### src/rtl/cdb_arbiter_if.sv
// rtl/cdb_arbiter_if.sv - CDB requester/broadcast bundle shared by producers and the arbiter
interface cdb_arbiter_if #(
    parameter int NREQ   = 3,
    parameter int TAG_W  = 5,
    parameter int DATA_W = 32
);
    localparam int SRC_W = (NREQ > 1) ? $clog2(NREQ) : 1;

    logic [NREQ-1:0]        req_valid;
    logic [NREQ*TAG_W-1:0]  req_tag;
    logic [NREQ*DATA_W-1:0] req_value;
    logic [NREQ-1:0]        req_grant;
    logic                   cdb_valid;
    logic [TAG_W-1:0]       cdb_tag;
    logic [DATA_W-1:0]      cdb_value;
    logic [SRC_W-1:0]       cdb_src;

    modport master (
        output req_valid, req_tag, req_value,
        input  req_grant, cdb_valid, cdb_tag, cdb_value, cdb_src
    );

    modport slave (
        input  req_valid, req_tag, req_value,
        output req_grant, cdb_valid, cdb_tag, cdb_value, cdb_src
    );
endinterface

### src/rtl/cdb_arbiter.sv
// rtl/cdb_arbiter.sv - round-robin common data bus arbiter with registered broadcast
// Optional CDB_STALL_CNT_EN adds a saturating count of cycles where a valid requester lost arbitration.
module cdb_arbiter #(
    parameter int NREQ   = 3,
    parameter int TAG_W  = 5,
    parameter int DATA_W = 32
) (
    input  logic            clk,
    input  logic            rst_n,
    input  logic            rdy,
    input  logic            clear,
    cdb_arbiter_if.slave    bus
`ifdef CDB_STALL_CNT_EN
    ,
    output logic [31:0]     stall_cnt
`endif
);
    localparam int PTR_W = (NREQ > 1) ? $clog2(NREQ) : 1;

    logic [PTR_W-1:0]  rr_ptr_q, rr_ptr_d;
    logic              cdb_valid_q, cdb_valid_d;
    logic [TAG_W-1:0]  cdb_tag_q, cdb_tag_d;
    logic [DATA_W-1:0] cdb_value_q, cdb_value_d;
    logic [PTR_W-1:0]  cdb_src_q, cdb_src_d;

    logic              win_found;
    logic [PTR_W-1:0]  win_idx;
    logic              grant_en;

    // Scan from rr_ptr upward with wrap; the first valid requester wins.
    always_comb begin
        int idx;
        win_found = 1'b0;
        win_idx   = '0;
        for (int k = 0; k < NREQ; k++) begin
            idx = int'(rr_ptr_q) + k;
            if (idx >= NREQ) idx = idx - NREQ;
            if (!win_found && bus.req_valid[idx]) begin
                win_found = 1'b1;
                win_idx   = PTR_W'(idx);
            end
        end
    end

    assign grant_en      = rst_n & rdy & ~clear & win_found;
    assign bus.req_grant = grant_en ? (NREQ'(1) << win_idx) : '0;

    always_comb begin
        rr_ptr_d    = rr_ptr_q;
        cdb_valid_d = cdb_valid_q;
        cdb_tag_d   = cdb_tag_q;
        cdb_value_d = cdb_value_q;
        cdb_src_d   = cdb_src_q;
        if (rdy) begin
            if (clear) begin
                cdb_valid_d = 1'b0;
            end else if (win_found) begin
                cdb_valid_d = 1'b1;
                cdb_tag_d   = bus.req_tag[int'(win_idx)*TAG_W +: TAG_W];
                cdb_value_d = bus.req_value[int'(win_idx)*DATA_W +: DATA_W];
                cdb_src_d   = win_idx;
                rr_ptr_d    = (win_idx == PTR_W'(NREQ-1)) ? '0 : PTR_W'(win_idx + 1'b1);
            end else begin
                cdb_valid_d = 1'b0;
            end
        end
    end

    always_ff @(posedge clk or negedge rst_n) begin
        if (!rst_n) begin
            rr_ptr_q    <= '0;
            cdb_valid_q <= 1'b0;
            cdb_tag_q   <= '0;
            cdb_value_q <= '0;
            cdb_src_q   <= '0;
        end else begin
            rr_ptr_q    <= rr_ptr_d;
            cdb_valid_q <= cdb_valid_d;
            cdb_tag_q   <= cdb_tag_d;
            cdb_value_q <= cdb_value_d;
            cdb_src_q   <= cdb_src_d;
        end
    end

    assign bus.cdb_valid = cdb_valid_q;
    assign bus.cdb_tag   = cdb_tag_q;
    assign bus.cdb_value = cdb_value_q;
    assign bus.cdb_src   = cdb_src_q;

`ifdef CDB_STALL_CNT_EN
    logic [31:0] stall_cnt_q, stall_cnt_d;

    // More than one valid requester in an arbitrating cycle means someone was denied.
    always_comb begin
        stall_cnt_d = stall_cnt_q;
        if (rdy && !clear && ($countones(bus.req_valid) > 1) && (stall_cnt_q != 32'hFFFF_FFFF))
            stall_cnt_d = stall_cnt_q + 32'd1;
    end

    always_ff @(posedge clk or negedge rst_n) begin
        if (!rst_n) stall_cnt_q <= '0;
        else        stall_cnt_q <= stall_cnt_d;
    end

    assign stall_cnt = stall_cnt_q;
`endif
endmodule

### src/flat_wrapper.sv
// flat-port wrapper written by rule: the top's interface ports become plain ports
module cdb_arbiter_flat 
#(
    parameter int NREQ   = 3,
    parameter int TAG_W  = 5,
    parameter int DATA_W = 32
)
  (clk, rst_n, rdy, clear, bus_req_valid, bus_req_tag, bus_req_value, bus_req_grant, bus_cdb_valid, bus_cdb_tag, bus_cdb_value, bus_cdb_src);
  cdb_arbiter_if #(.NREQ(NREQ), .TAG_W(TAG_W), .DATA_W(DATA_W)) bus_i ();
  input  logic clk;
  input  logic rst_n;
  input  logic rdy;
  input  logic clear;
  input wire logic [$bits(bus_i.req_valid)-1:0] bus_req_valid;
  input wire logic [$bits(bus_i.req_tag)-1:0] bus_req_tag;
  input wire logic [$bits(bus_i.req_value)-1:0] bus_req_value;
  output wire logic [$bits(bus_i.req_grant)-1:0] bus_req_grant;
  output wire logic [$bits(bus_i.cdb_valid)-1:0] bus_cdb_valid;
  output wire logic [$bits(bus_i.cdb_tag)-1:0] bus_cdb_tag;
  output wire logic [$bits(bus_i.cdb_value)-1:0] bus_cdb_value;
  output wire logic [$bits(bus_i.cdb_src)-1:0] bus_cdb_src;
  assign bus_i.req_valid = bus_req_valid;
  assign bus_i.req_tag = bus_req_tag;
  assign bus_i.req_value = bus_req_value;
  assign bus_req_grant = bus_i.req_grant;
  assign bus_cdb_valid = bus_i.cdb_valid;
  assign bus_cdb_tag = bus_i.cdb_tag;
  assign bus_cdb_value = bus_i.cdb_value;
  assign bus_cdb_src = bus_i.cdb_src;
  cdb_arbiter #(.NREQ(NREQ), .TAG_W(TAG_W), .DATA_W(DATA_W)) u_core (.clk(clk), .rst_n(rst_n), .rdy(rdy), .clear(clear), .bus(bus_i));
endmodule
### config.mk
export PLATFORM = sky130hd
export DESIGN_NAME = cdb_arbiter_flat
export DESIGN_NICKNAME = d
export VERILOG_FILES = /design/src/rtl/cdb_arbiter_if.sv /design/src/rtl/cdb_arbiter.sv /design/src/flat_wrapper.sv
export SDC_FILE = /design/constraint.sdc
export NUM_CORES = 1
export LEC_CHECK = 0
export BUFFER_PORTS_ARGS = -buffer_cell sky130_fd_sc_hd__buf_2
export CAP_MARGIN = 20
export CORE_UTILIZATION = 48
export DETAILED_ROUTE_END_ITERATION = 16
export GPL_ROUTABILITY_DRIVEN = 0
export GPL_TIMING_DRIVEN = 0
export PLACE_DENSITY_LB_ADDON = 0.3
export SLEW_MARGIN = 10
export SYNTH_ARGS = -nofsm -noshare
export SYNTH_HDL_FRONTEND = slang
export SYNTH_SLANG_ARGS = --single-unit
### constraint.sdc
create_clock -name clk -period 3.4 [get_ports clk]
set_clock_uncertainty 0.15 [all_clocks]
set_input_delay 0.17 -clock clk [delete_from_list [all_inputs] [get_ports clk]]
set_output_delay 0.17 -clock clk [all_outputs]
set_load 0.005 [all_outputs]
# [Yosys cells after proc, flatten, opt, wreduce, memory -nomap -nowiden]
# Cells that the tools add are included.
[word_totals] ff_bits=42 inputBits=118 out_inout_bits=43 elab_cells=53
[op_classes] addsub=6 mul=1 n_lt_le_gt_ge=6 eq_ne=1 shifts=3 muxes=22 bitwise_logic=4 n_reduce_logical=5
[op_table] cell="$lt 32x4->1 const B" count=3
[op_table] cell="$mux 32" count=3
[op_table] cell="$shiftx 96x8->32" count=1
[op_table] cell="$ge 32x3->1 const B" count=2
[op_table] cell="$sub 32x3->32 const B" count=2
[op_table] cell="$shiftx 15x32->5" count=1
[op_table] cell="$mux 1" count=11
[op_table] cell="$mux 2" count=4
[op_table] cell="$bmux 1 s2" count=3
[op_table] cell="$mul 2x3->5 const B" count=1
[op_table] cell="$add 2x1->3 const B" count=1
[op_table] cell="$add 2x2->3 const B" count=1
[op_table] cell="$and 1x1->1" count=3
[op_table] cell="$mux 3" count=1
[op_table] cell="$reduce_and 3->1" count=1
[op_table] cell="$shl 1x2->3 const A" count=1
[op_table] cell="$sub 2x2->3 const B" count=1
[op_table] cell="$add 2x1->2 const B" count=1
[op_table] cell="$eq 2x2->1 const B" count=1
[op_table] cell="$ge 2x2->1 const B" count=1
[op_table] cell="$logic_and 1x1->1" count=2
[op_table] cell="$logic_not 1->1" count=2
[op_table] cell="$not 1->1" count=1

# [Longest topological paths before layout]
[logic_depth] ltp_word=14 depth_mapped=11 mapped_depth_nobuf=7

# [Least setup slack after synthesis]
# Ideal clock, no wire load.
[synth_path] path_type="register to register" startpoint="register u_core.rr_ptr_q[0]" endpoint="register u_core.cdb_value_q[10] (netlist: u_core.bus.cdb_value[10])" setup_time_ns=0.130 arrival_ns=2.006 required_ns=3.120 path_slack_ns=1.114 stages_incl_launch_ff=11 path_buffers=3 synth_period_minus_slack_ns=2.286 cell_sequence="dfrtp_1 > inv_1 > ha_1 > and2b_1 > o2bb2ai_1 > o31ai_2 > buf_4 > nand2b_4 > buf_12 > buf_12 > o221ai_2"
[synth_between] elab_chain_cells=13 word_cells_on_any_way=32 cone_classes="add/sub: 5; order compare: 3; shift: 1; mux: 18; reduce/logical: 5"
[synth_lines] element="from (decl)" line_no="cdb_arbiter.sv:20" rtl="logic [PTR_W-1:0] rr_ptr_q, rr_ptr_d;"
[synth_lines] element="from (signal assigned)" line_no="cdb_arbiter.sv:77" rtl="rr_ptr_q <= rr_ptr_d;"
[synth_lines] element="branches (longest 13 deep; another with $sub 32x3->32)"
[synth_lines] element="to (signal assigned)" line_no="cdb_arbiter.sv:80" rtl="cdb_value_q <= cdb_value_d;"
[synth_lines] element="to (decl)" line_no="cdb_arbiter.sv:23" rtl="logic [DATA_W-1:0] cdb_value_q, cdb_value_d;"
# Several ways; the timed one is not identified. The select of a mux whose other input is x is not followed.
# A chain may end at the register's enable or synchronous reset.

# [Worst setup path after layout]
[layout_path] startpoint="register u_core.rr_ptr_q[0]" endpoint="output port bus_req_grant[2]"
[layout_between] elab_chain_cells=14 word_cells_on_any_way=33 cone_classes="add/sub: 5; order compare: 3; shift: 1; mux: 19; bitwise: 1; reduce/logical: 4"
[layout_lines] element="branches (longest 13 deep; another with $sub 32x3->32)"
[layout_lines] element="$mux 3 *" line_no="cdb_arbiter.sv:46" rtl="assign bus.req_grant = grant_en ? (NREQ'(1) << win_idx) : '0;"
[layout_lines] element="to (decl)" line_no="flat_wrapper.sv:17" rtl="output wire logic [$bits(bus_i.req_grant)-1:0] bus_req_grant;"
# Mark *: on every way between the ends. The select of a mux whose other input is x is not followed.

==> results.md <==
* Detailed Place HPWL at 5687 um
* Final #Nets at 557
* Layout cells sized above 1 at 50.69%
* Placed instance area at 3700 um2
* Sequential area share after synthesis at 37.35%
* Number of max-cap violations at 0
* Most used DFF post-synth: dfrtp_1
* Synth area leader: dfrtp_1
* Top Usage Layer GRT: met2
* Diodes inserted at 0
* Vias/cell at 5.187
* VDD IR max at around 0.39 mV
* Starting Density at 50.48%
* Asr flop ratio synth at 100.0%
* Fin crit period at 2.832 ns
* CTS Buf Count at 5
* Largest net degree at the start of global routing at 44
* Max Transition Viols Final at 0
* Min setup slack post-route at 0.5677 ns
* CTS clk-pin slew, worst paths at approximately 0.090 ns
* Antenna violations before repair at 0
* Post-Layout Inst Area at 3815 um2
* CTS Buffer Depth at 2
* Reg2reg path depth at 9
* # IOs at 161
* Worst hold slack at 0.01291 ns
* Via Count at 2,635
* Setup_tns at 0 ns
* Total congestion overflow at 0
* RSZ-0062 raised after global routing: no
* Syn Inst Count at 267
* Syn nets at 389
* Worst slack, placed at 0.7772 ns
* Final core occ at 68.44%
* # Post-CTS Setup Buffers at 0
* Detail Route Antenna Nets at 0
* Final hold vios at 0
* Die area at between 6000 and 7000 um2
* Top-count cell post-synth: nand2_1
* Wire length of the first global-routing pass at 11,310 um
* WL/cell at 14.45 um
* Vias in the first global route at roughly 2,500
* EDFF count, synth at 0
* DRC violations left at 0
* GR Util met1 at 27.90%
* Synth-to-layout area growth at 35.57%
* Router iterations before antenna repair at 4
* Total GRT Usage at 23.60%
* Sink Count at 42
* Ys Warns at 0
* CTS tree: built
* Setup Viol. Count Final at 0
* CP Data Arrival Time at 2.51 ns
* Worst skew pair latency at 0.29 ns
* Area of the core at about 5600 um2
* DRT iter0 DRCs at 51
* Htree depth at 2
* Cells after DPL at between 400 and 500
* Worst setup EP type: primary output
* Status: finished, final reports clean
* Number of fill cells at 453
* Met2 usage at 42.96%
* Worst EP required at 3.08 ns
* Cell Area, Synth at 2814 um2
* Final Power at 3.123 mW
* Worst-Margin Slew at around 0.96 ns
* Top cell type's share of synthesized area at 37.35%
* Synth top cells by count: nand2_1 (44), inv_1 (43), dfrtp_1 (42)
* Maximum clock frequency at 353.1 MHz
* Port bufs at 159
* Die Ht at 78.57 um
* LEAKAGE at slightly above 2 nW
* Synth cell types at 40
* Width of the die at 78.57 um
* Pwr dens at a little over 800 nW/um2
* #FFs+latches synth at 42
* CTS root buf: clkbuf_8
* Max-slew headroom at 35.97%
* Synth Area per Inst at 10.54 um2
* Final Instance Count excl. Fillers at 508
* Met3 usage at 5.465%
* Critical Path Start Type: flop
* WS Path Type: reg2out
* Type of the most critical hold path: in2reg
* DRT Wirelength at 7340 um
* Dominant cells by area after synthesis: dfrtp_1 (37%), o221ai_2 (16%), mux2i_1 (14%)
* Final period utilization at 83.30%
* Max Fanout on Critical Path at 10
* Hold path depth at 3
* Rows at 27
* Flop2flop setup slack at 0.78 ns
[sequential cells by signal (all words and copies together), names as in the netlist]
register,count
u_core.bus.cdb_src,2
u_core.bus.cdb_tag,5
u_core.bus.cdb_valid,1
u_core.bus.cdb_value,32
u_core.rr_ptr_q,2
[worst max-delay path, stage by stage, from the launching register on]
cell	delay, ns
dfrtp_1	0.43
inv_1	0.09
ha_1	0.40
and2b_1	0.24
o2bb2ai_1	0.15
o31ai_2	0.25
buf_4	0.22
buf_2	0.25
nor3_1	0.06
buf_2	0.13
[cell families after synthesis]
| logic type | after synthesis | share of synthesized area [%] |
|---|---|---|
| buf+inv | 63 | 12.49 |
| simple gates | 61 | 10.00 |
| compound gates | 57 | 24.01 |
| flops | 42 | 37.35 |
| mux | 40 | 14.36 |
| fa+ha+maj | 4 | 1.779 |
[worst paths after layout]
kind / start / to
setup reg to reg: u_core.rr_ptr_q[0]$_DFFE_PN0P_ / u_core.bus.cdb_value[26]$_DFFE_PN0P_
min in group asynchronous: rst_n / u_core.bus.cdb_value[17]$_DFFE_PN0P_
hold reg to reg: u_core.bus.cdb_src[0]$_DFFE_PN0P_ / u_core.bus.cdb_src[0]$_DFFE_PN0P_
hold / removal: bus_req_value[81] / u_core.bus.cdb_value[17]$_DFFE_PN0P_
max in group asynchronous: rst_n / u_core.bus.cdb_tag[2]$_DFFE_PN0P_
setup / recovery: u_core.rr_ptr_q[0]$_DFFE_PN0P_ / bus_req_grant[2]
[layer usage]
| layer | routed length [um] | vias up |
|---|---|---|
| li1 | - | 1281 |
| met1 | 2987 | 1248 |
| met4 | 68 | 0 |
| met2 | 3844 | 100 |
| met5 | 0 | - |
| met3 | 440 | 6 |
[placed cells by master, fill, tap and decap left out, drive strengths merged, types with 3 or more instances in the layout]
| cell | netlist | layout |
|---|---|---|
| buf | 17 | 176 |
| o31ai | 3 | 3 |
| ha | 4 | 4 |
| o21ai | 6 | 6 |
| mux2i | 40 | 40 |
| clkbuf | 3 | 9 |
| nand2 | 44 | 44 |
| inv | 43 | 43 |
| o221ai | 37 | 37 |
| dfrtp | 42 | 42 |
| nand2b | 3 | 3 |
[where the power goes]
group | switching (mW) | total [mW] | leakage, nW | internal (mW)
clock | 0.177 | 0.341 | 0.0472 | 0.164
sequential | 0.133 | 0.871 | 0.524 | 0.738
combinational | 0.976 | 1.91 | 1.50 | 0.935
[area by class of cell]
type                    instances  area [um2]  share of cell area (%)
well taps                      72       90.09                   2.361
clock inverters                 2       12.51                  0.3280
clock buffers                   6       82.58                   2.165
multi-input cells             162        1411                   37.00
flip-flops and latches         42        1051                   27.55
repair buffers                161       815.8                   21.38
plain buffers                  20       190.2                   4.985
inverters                      43       161.4                   4.231
[timing repair]
action	in CTS	in global routing
resized for setup	0	0
hold buffers	2	0
hold endpoints to repair	43	0
(Power assumes the default switching activity.)
